--- config.mk ---
export PLATFORM = sky130hd
export DESIGN_NAME = grom_io
export DESIGN_NICKNAME = d
export VERILOG_FILES = /design/src/rtl/grom_io.sv
export SDC_FILE = /design/constraint.sdc
export NUM_CORES = 1
export LEC_CHECK = 0
export CAP_MARGIN = 0
export CORE_MARGIN = 4
export CORE_UTILIZATION = 66
export CTS_BUF_LIST = sky130_fd_sc_hd__clkbuf_2
export CTS_CLUSTER_SIZE = 28
export DETAILED_ROUTE_END_ITERATION = 8
export DONT_BUFFER_PORTS = 1
export GPL_ROUTABILITY_DRIVEN = 1
export PLACE_DENSITY = 0.89
export SYNTH_ARGS = -nofsm -noshare
export SYNTH_HDL_FRONTEND = slang
export SYNTH_SLANG_ARGS = --single-unit
export TNS_END_PERCENT = 5
--- constraint.sdc ---
create_clock -name clk -period 3.44 [get_ports clk]
set_input_delay 0.516 -clock clk [delete_from_list [all_inputs] [get_ports clk]]
set_output_delay 0.516 -clock clk [all_outputs]
set_load 0.005 [all_outputs]
--- src/rtl/grom_io.sv ---
// grom CPU I/O responder: LED port, UART TX with FIFO, STATUS and BAUD registers.
// Optional `GROM_IO_PARITY_EN adds an even-parity bit between the data bits and the stop bit.
module grom_io #(
  parameter int         FIFO_DEPTH = 8,
  parameter logic [7:0] BAUD_RESET = 8'd103
) (
  input  logic        clk,
  input  logic        reset,
  input  logic [11:0] addr,
  input  logic [7:0]  data_in,
  output logic [7:0]  data_out,
  input  logic        we,
  input  logic        ioreq,
  output logic [7:0]  leds,
  output logic        tx,
  output logic [2:0]  o_dbg_state
);

  localparam int         PW     = (FIFO_DEPTH > 1) ? $clog2(FIFO_DEPTH) : 1;
  localparam logic [3:0] DEPTH4 = 4'(FIFO_DEPTH);

  typedef enum logic [2:0] {
    S_IDLE   = 3'd0,
    S_START  = 3'd1,
    S_DATA   = 3'd2,
`ifdef GROM_IO_PARITY_EN
    S_PARITY = 3'd4,
`endif
    S_STOP   = 3'd3
  } tx_state_t;

  logic [7:0]    r_leds;
  logic [7:0]    r_baud;
  logic [7:0]    r_data_out;
  logic          r_wr_prev;
  logic [7:0]    r_fifo_mem [FIFO_DEPTH];
  logic [PW-1:0] r_wptr;
  logic [PW-1:0] r_rptr;
  logic [3:0]    r_count;
  logic          r_overflow;
  tx_state_t     r_state;
  logic [7:0]    r_baud_cnt;
  logic [2:0]    r_bit_cnt;
  logic [7:0]    r_shift;
`ifdef GROM_IO_PARITY_EN
  logic          r_parity;
`endif

  tx_state_t     w_state_nxt;
  logic [7:0]    w_baud_cnt_nxt;
  logic [2:0]    w_bit_cnt_nxt;
  logic [7:0]    w_shift_nxt;
  logic          w_pop;
  logic          w_tx;
  logic [7:0]    w_rd_sel;

  logic w_hit, w_wr, w_wr_pulse, w_rd, w_full, w_empty, w_busy, w_push, w_push_ok, w_bit_end;

  assign w_hit      = (addr[11:2] == 10'd0);
  assign w_wr       = ioreq & we & w_hit;
  assign w_wr_pulse = w_wr & ~r_wr_prev;
  assign w_rd       = ioreq & ~we & w_hit;
  assign w_full     = (r_count == DEPTH4);
  assign w_empty    = (r_count == 4'd0);
  assign w_busy     = (r_state != S_IDLE);
  assign w_push     = w_wr_pulse & (addr[1:0] == 2'd1);
  // Fullness is judged before any same-cycle pop, so a push into a full FIFO always drops.
  assign w_push_ok  = w_push & ~w_full;
  assign w_bit_end  = (r_baud_cnt == 8'd0);

  always_comb begin
    w_rd_sel = 8'h00;
    case (addr[1:0])
      2'd0:    w_rd_sel = r_leds;
      2'd1:    w_rd_sel = 8'h00;
      2'd2:    w_rd_sel = {r_count, r_overflow, w_empty, w_full, w_busy};
      default: w_rd_sel = r_baud;
    endcase
  end

  always_ff @(posedge clk or posedge reset) begin
    if (reset) begin
      r_data_out <= 8'h00;
      r_wr_prev  <= 1'b0;
      r_leds     <= 8'h00;
      r_baud     <= BAUD_RESET;
      r_overflow <= 1'b0;
    end else begin
      r_data_out <= w_rd ? w_rd_sel : 8'h00;
      r_wr_prev  <= w_wr;
      if (w_wr_pulse && addr[1:0] == 2'd0) r_leds <= data_in;
      if (w_wr_pulse && addr[1:0] == 2'd3) r_baud <= data_in;
      if (w_push && w_full) r_overflow <= 1'b1;
      else if (w_wr_pulse && addr[1:0] == 2'd2 && data_in[3]) r_overflow <= 1'b0;
    end
  end

  always_ff @(posedge clk) begin
    if (w_push_ok) r_fifo_mem[r_wptr] <= data_in;
  end

  always_ff @(posedge clk or posedge reset) begin
    if (reset) begin
      r_wptr  <= '0;
      r_rptr  <= '0;
      r_count <= 4'd0;
    end else begin
      if (w_push_ok) r_wptr <= r_wptr + PW'(1);
      if (w_pop)     r_rptr <= r_rptr + PW'(1);
      case ({w_push_ok, w_pop})
        2'b10:   r_count <= r_count + 4'd1;
        2'b01:   r_count <= r_count - 4'd1;
        default: r_count <= r_count;
      endcase
    end
  end

  always_ff @(posedge clk or posedge reset) begin
    if (reset) begin
      r_state    <= S_IDLE;
      r_baud_cnt <= 8'd0;
      r_bit_cnt  <= 3'd0;
      r_shift    <= 8'h00;
    end else begin
      r_state    <= w_state_nxt;
      r_baud_cnt <= w_baud_cnt_nxt;
      r_bit_cnt  <= w_bit_cnt_nxt;
      r_shift    <= w_shift_nxt;
    end
  end

`ifdef GROM_IO_PARITY_EN
  always_ff @(posedge clk or posedge reset) begin
    if (reset)      r_parity <= 1'b0;
    else if (w_pop) r_parity <= ^r_fifo_mem[r_rptr];
  end
`endif

  // The baud counter reloads from r_baud at every bit boundary, so BAUD writes land there.
  always_comb begin
    w_state_nxt    = r_state;
    w_baud_cnt_nxt = r_baud_cnt;
    w_bit_cnt_nxt  = r_bit_cnt;
    w_shift_nxt    = r_shift;
    w_pop          = 1'b0;
    w_tx           = 1'b1;
    case (r_state)
      S_IDLE: begin
        if (!w_empty) begin
          w_pop          = 1'b1;
          w_shift_nxt    = r_fifo_mem[r_rptr];
          w_baud_cnt_nxt = r_baud;
          w_state_nxt    = S_START;
        end
      end
      S_START: begin
        w_tx = 1'b0;
        if (w_bit_end) begin
          w_baud_cnt_nxt = r_baud;
          w_bit_cnt_nxt  = 3'd0;
          w_state_nxt    = S_DATA;
        end else begin
          w_baud_cnt_nxt = r_baud_cnt - 8'd1;
        end
      end
      S_DATA: begin
        w_tx = r_shift[0];
        if (w_bit_end) begin
          w_baud_cnt_nxt = r_baud;
          if (r_bit_cnt == 3'd7) begin
`ifdef GROM_IO_PARITY_EN
            w_state_nxt = S_PARITY;
`else
            w_state_nxt = S_STOP;
`endif
          end else begin
            w_shift_nxt   = {1'b0, r_shift[7:1]};
            w_bit_cnt_nxt = r_bit_cnt + 3'd1;
          end
        end else begin
          w_baud_cnt_nxt = r_baud_cnt - 8'd1;
        end
      end
`ifdef GROM_IO_PARITY_EN
      S_PARITY: begin
        w_tx = r_parity;
        if (w_bit_end) begin
          w_baud_cnt_nxt = r_baud;
          w_state_nxt    = S_STOP;
        end else begin
          w_baud_cnt_nxt = r_baud_cnt - 8'd1;
        end
      end
`endif
      S_STOP: begin
        if (w_bit_end) begin
          // A queued byte starts straight after the stop bit, leaving no idle gap.
          if (!w_empty) begin
            w_pop          = 1'b1;
            w_shift_nxt    = r_fifo_mem[r_rptr];
            w_baud_cnt_nxt = r_baud;
            w_state_nxt    = S_START;
          end else begin
            w_state_nxt    = S_IDLE;
          end
        end else begin
          w_baud_cnt_nxt = r_baud_cnt - 8'd1;
        end
      end
      default: w_state_nxt = S_IDLE;
    endcase
  end

  assign data_out    = r_data_out;
  assign leds        = r_leds;
  assign tx          = w_tx;
  assign o_dbg_state = r_state;

endmodule

* Yosys cells after proc, flatten, opt, wreduce, memory -nomap -nowiden
Memories as Yosys holds them, arrays and structs flattened.
Cells that the tools add are included.
Widths: inputs -> output; s select.
** Storage, ports and cells
- Memories :: 1
- RAM bits :: 64
- Register bits :: 58
- Output and inout bits :: 20
- Bits of input ports :: 24
- Logic and storage cells :: 96
** Memory list
- r_fifo_mem :: depth 8, bits a word 8, rd ports 1, clocked after memory_dff 0, write ports 1, RTL line 36 : logic [7:0] r_fifo_mem [FIFO_DEPTH];
** Cells by class
- Multiplexer cells :: 31
- Reduce and logical (&&, ||, !) cells :: 20
- $add $sub $neg :: 6
- Equality and inequality tests :: 16
- Bitwise gates (word level) :: 10
** Operators by type and width (count)
- $pmux 8 s3 :: 3
- $mux 8 :: 8
- $mux 3 :: 8
- $ne 2x2->1 const B :: 6
- $pmux 3 s4 :: 1
- $logic_not 10->1 :: 1
- $add 3x1->3 const B :: 3
- $reduce_bool 3->1 :: 3
- $logic_not 8->1 :: 1
- $pmux 4 s2 :: 1
- $reduce_and 4->1 :: 2
- $sub 8x1->8 const B :: 1
- $and 1x1->1 :: 7
- $mux 1 :: 7
- $eq 2x2->1 const B :: 3
- $eq 3x2->1 const B :: 2
- $pmux 3 s2 :: 1
- $reduce_bool 2->1 :: 3
- $logic_and 1x1->1 :: 5
- $reduce_and 5->1 :: 1
- $add 4x1->4 const B :: 1
- $eq 2x1->1 const B :: 2
- $eq 4x4->1 const B :: 1
- $logic_not 4->1 :: 1
- other kinds (8) :: 11

* Depth between registers and ports, before layout
- Depth in word-level cells :: 7
- Depth in mapped cells :: 12
- Mapped depth without buffers :: 12

* Worst setup path after synthesis
No wires, ideal clock.
- Kind :: in2reg
- Start point :: in addr[3]
- End point :: reg r_count[2]
- Path buffers :: 1
- Setup slack :: 0.679 ns
- Arrival :: 2.635 ns
- Setup time :: 0.126 ns
- Stages :: 11
- Cell sequence :: nor4b_1 and4_1 clkbuf_1 nand3_1 ha_1 xor2_1 ha_1 a21oi_1 xor2_1 nor2_1 xor2_1
** On the way
- Word-level cells in the longest chain between the ends :: 7
** RTL lines
- start: declaration :: RTL line 9 : input logic [11:0] addr,
- $logic_not 10->1 * :: RTL line 59 : assign w_hit = (addr[11:2] == 10'd0);
- $and 1x1->1 * :: RTL line 60 : assign w_wr = ioreq & we & w_hit;
- $and 1x1->1 * :: RTL line 61 : assign w_wr_pulse = w_wr & ~r_wr_prev;
- $and 1x1->1 * :: RTL line 66 : assign w_push = w_wr_pulse & (addr[1:0] == 2'd1);
- $and 1x1->1 * :: RTL line 68 : assign w_push_ok = w_push & ~w_full;
- $eq 2x1->1 or $eq 2x2->1 (tied branches) :: RTL line 110 : case ({w_push_ok, w_pop})
- $pmux 4 s2 or $reduce_bool 2->1 (tied branches)
- end signal: assignment :: RTL line 111 : 2'b10: r_count <= r_count + 4'd1;
- end signal: assignment :: RTL line 112 : 2'b01: r_count <= r_count - 4'd1;
- end signal: assignment :: RTL line 113 : default: r_count <= r_count;
- end: declaration :: RTL line 39 : logic [3:0] r_count;
Mark *: on every way between the ends. The rest lies on a longest branch, timed or not.
A chain may end at the register's enable or synchronous reset.

* Worst setup path in the final report
- Start point :: reg r_baud_cnt[0]
- End point :: reg r_count[2]
** On the way
- Word-level cells in the longest chain between the ends :: 5
** RTL lines
- start: declaration :: RTL line 42 : logic [7:0] r_baud_cnt;
- start signal: assignment :: RTL line 126 : r_baud_cnt <= w_baud_cnt_nxt;
- $logic_not 8->1 * :: RTL line 69 : assign w_bit_end = (r_baud_cnt == 8'd0);
- $mux 1 * :: RTL line 196 : if (w_bit_end) begin
- $pmux 1 s2 * :: RTL line 147 : case (r_state)
- via w_pop :: RTL line 53 : logic w_pop;
- $eq 2x1->1 or $eq 2x2->1 (tied branches) :: RTL line 110
- $pmux 4 s2 or $reduce_bool 2->1 (tied branches)
Mark *: on every way through the listed nets, which the timed path passes. The rest lies on a longest branch.

==> insert_results.sql <==
INSERT INTO impl_metrics (metric_group, metric, value, unit) VALUES
('status', 'run_status', 'completed', ''),
('cts', 'cts_tree', 'yes', ''),
('sta', 'final.hold.worst_slack', '43.61', 'ps'),
('finish', 'drive_above_1_share', '25.00', '%'),
('placement', 'portBuffers', '0', ''),
('sta', 'achievable_clock_frequency', '324.9', 'MHz'),
('routing', 'routed_wirelength', '12670', 'um'),
('worst_setup_path', 'arrival', '3610', 'ps'),
('floorplanning', 'die_height', '100.3', 'um'),
('routing', 'drt_iter0_drc', '280', ''),
('sta', 'slew-limit-headroom', '47.14', '%'),
('synth', 'synth_seq_area_share', '59.68', '%'),
('routing', 'drt-wirelength-per-cell', '23.08', 'um'),
('job', 'max-cap-violations', '0', ''),
('worst_setup_path', 'crit_path_max_fanout', '6', ''),
('finish', 'antenna_cells', '0', ''),
('synth', 'synth_top_area_cell', 'sky130_fd_sc_hd__edfxtp_1', ''),
('cts', 'cts_hold_buf', '13', ''),
('synth', 'avg_synthesized_cell_area', '13.88', 'um^2'),
('routing', 'route.vias.total', '3675', ''),
('sta', 'setup_total_negative_slack', '0', 'ps'),
('power_and_ir_drop', 'p_comb_share', '40.8', '%'),
('floorplanning', 'design.core.area', '8258', 'um^2'),
('finish', 'layout_commonest_cell', 'sky130_fd_sc_hd__edfxtp_1', ''),
('power_and_ir_drop', 'switching_share', '39.24', '%'),
('worst_setup_path', 'criticalPathCategory', 'reg -> reg', ''),
('placement', 'routability_congestion_estimate_from_global_placement', '0.8758', ''),
('power_and_ir_drop', 'intPower', '0.002876', 'W'),
('global_routing', 'grt_util_all_layers', '27.23', '%'),
('sta', 'post-route-period-util', '89.47', '%'),
('synth', 'synthCells', '405', ''),
('worst_setup_path', 'worst_setup_path_end_kind', 'register', ''),
('floorplanning', 'floorplan.initialDensity', '68.06', '%'),
('power_and_ir_drop', 'p_leak', '2.417', 'nW'),
('cts', 'cts_num_sinks', '121', ''),
('sta', 'setup_violations', '0', ''),
('floorplanning', 'die_area', '10060', 'um^2'),
('synth', 'synth_flop_cell', 'sky130_fd_sc_hd__edfxtp_1', ''),
('synth', 'yosysTopAreaCellShare', '34.19', '%'),
('synth', 'mappedNetlistArea', '5620', 'um^2'),
('cts', 'cts.root.buffer_cell', 'sky130_fd_sc_hd__clkbuf_2', ''),
('floorplanning', 'floorplan.io_pins', '44', ''),
('finish', 'layout_common_cells', 'sky130_fd_sc_hd__edfxtp_1, sky130_fd_sc_hd__dfrtp_1, sky130_fd_sc_hd__mux2_2, sky130_fd_sc_hd__nor2_1, sky130_fd_sc_hd__inv_1', ''),
('routing', 'vias_per_cell', '6.694', ''),
('synth', 'ys_types', '57', ''),
('finish', 'area_growth', '9.194', '%'),
('global_routing', 'grt_antenna_before_repair', '0', ''),
('floorplanning', 'floorplan.die.width', '100.3', 'um'),
('routing', 'drt_drc_violations_left', '0', ''),
('synth', 'synthArstFlopShare', '47.11', '%'),
('cts', 'cts_inserted_buffers', '17', ''),
('sta', 'worst_pin_slew', '792.8', 'ps'),
('cts', 'post_cts_buffers', '0', ''),
('cts', 'clk-insertion-delay-late', '680', 'ps'),
('cts', 'clock_path_buffers', '2', ''),
('global_routing', 'globalRouteOverflowTotal', '0', ''),
('synth', 'post_synthesis_sequential_element_count', '121', ''),
('global_routing', 'grt_start_max_net_pins', '37', ''),
('hold_path', 'hp-class', 'in -> reg', ''),
('power_and_ir_drop', 'seq_power_share', '41.0', '%'),
('sta', 'grt_setup_unrepaired', 'no', ''),
('routing', 'final_antenna_net_count', '0', ''),
('synth', 'yosysWarningCount', '0', ''),
('sta', 'finClkSkew', '48.19', 'ps'),
('global_routing', 'first_pass_grt_wire_length', '20420', 'um'),
('worst_setup_path', 'endpoint_required_time_on_the_critical_path', '3970', 'ps'),
('floorplanning', 'num_rows', '33', ''),
('synth', 'number_of_enable_type_register_cells_in_the_synthesized_netlist', '64', ''),
('power_and_ir_drop', 'vdd_ir_drop_max', '0.3494', 'mV'),
('sta', 'final_max_slew_viol_count', '0', ''),
('power_and_ir_drop', 'power.switching', '0.001857', 'W');
-- power groups by stage --
stage                     sequential [W]  combinational, W  clock [W]
after detailed placement         0.00197           0.00186          0
after floorplan                  0.00180           0.00161          0
after global routing             0.00198           0.00211   0.000941
after global placement           0.00196           0.00176          0
final                            0.00194           0.00193   0.000862
after CTS                        0.00194           0.00189   0.000872
-- cell usage after synthesis, drive strengths merged (9+ instances only) --
master,count
nand2,11
ha,13
a22oi,13
buf,11
a21oi,14
mux4,16
dfrtp,52
o22ai,9
nor2,27
inv,19
clkbuf,13
mux2i,11
mux2,32
edfxtp,64
-- stage by stage --
step	setup slack [ps]	total power [W]	std cells	util, %	area [um^2]
6_report	362.2	0.004734	549	74.32	6137
5_1_grt	218.0	0.005029	549	74.32	6137
4_1_cts	499.1	0.004705	547	74.08	6117
3_5_place_dp	389.1	0.003826	502	69.76	5761
3_3_place_gp	640.9	0.003720	502	69.76	5761
2_1_floorplan	678.7	0.003406	405	-	5620
-- critical path, stage by stage (launching register included) --
cell and delay, ps:
sky130_fd_sc_hd__dfrtp_1 460, sky130_fd_sc_hd__inv_1 90, sky130_fd_sc_hd__ha_1 220, sky130_fd_sc_hd__nor3b_1 310
sky130_fd_sc_hd__a31oi_1 200, sky130_fd_sc_hd__nor3_2 370, sky130_fd_sc_hd__ha_1 390, sky130_fd_sc_hd__xor2_1 120
sky130_fd_sc_hd__ha_1 200, sky130_fd_sc_hd__a21oi_1 180, sky130_fd_sc_hd__xor2_1 200, sky130_fd_sc_hd__nor2_1 70
sky130_fd_sc_hd__xor2_1 140
-- cell type report --
class	count	area, um^2
multi-input cells	241	2083
inverters	19	71.32
clock buffers	17	85.08
flip-flops and latches	121	3354
well taps	105	131.4
clock inverters	15	141.4
repair buffers	31	270.3
fillers	490	2121
-- cell families after synthesis --
kind of cell / Yosys count / synth area share, %
AO/OA/AOI/OAI: 72 / 9.306
XOR/XNOR: 10 / 1.558
adder cells (fa/ha/maj): 13 / 2.894
buffers and inverters: 43 / 3.250
flip-flops: 121 / 59.68
multiplexers: 59 / 14.78
other: 1 / 0.06672
AND/OR/NAND/NOR: 86 / 8.459
-- path summary, 6_finish.rpt --
path | endpoint | depth (start not counted) | start | slack [ps]
worst max-delay path | r_count[2]$_DFFE_PP0P_ | 12 | r_baud_cnt[0]$_DFFE_PP0P_ | 360
max in group asynchronous | r_baud[5]$_DFFE_PP1P_ | 3 | reset | 2160
worst min register to register | r_shift[5]$_DFFE_PP0P_ | 2 | r_shift[5]$_DFFE_PP0P_ | 540
min in group asynchronous | leds[6]$_DFFE_PP0P_ | 2 | reset | 400
worst max register to register | r_count[2]$_DFFE_PP0P_ | 12 | r_baud_cnt[0]$_DFFE_PP0P_ | 360
worst min-delay path | data_out[1]$_DFF_PP0_ | 2 | addr[1] | 40
-- sequential cells by signal (all words and copies together), names as in the netlist, 2 cells and up --
signal       count
data_out         8
r_baud           8
r_rptr           3
o_dbg_state      2
r_fifo_mem      64
r_count          4
r_baud_cnt       8
r_wptr           3
leds             8
r_shift          8
r_bit_cnt        3
-- metal layers --
layer	track usage, %	vias to the layer above	wire (um)
met5	0	-	0
met4	9.119	0	267
met3	8.548	30	1063
met2	42.46	211	6390
met1	36.82	1836	4949
li1	-	1598	-
Power figures use the tool's default switching activity.
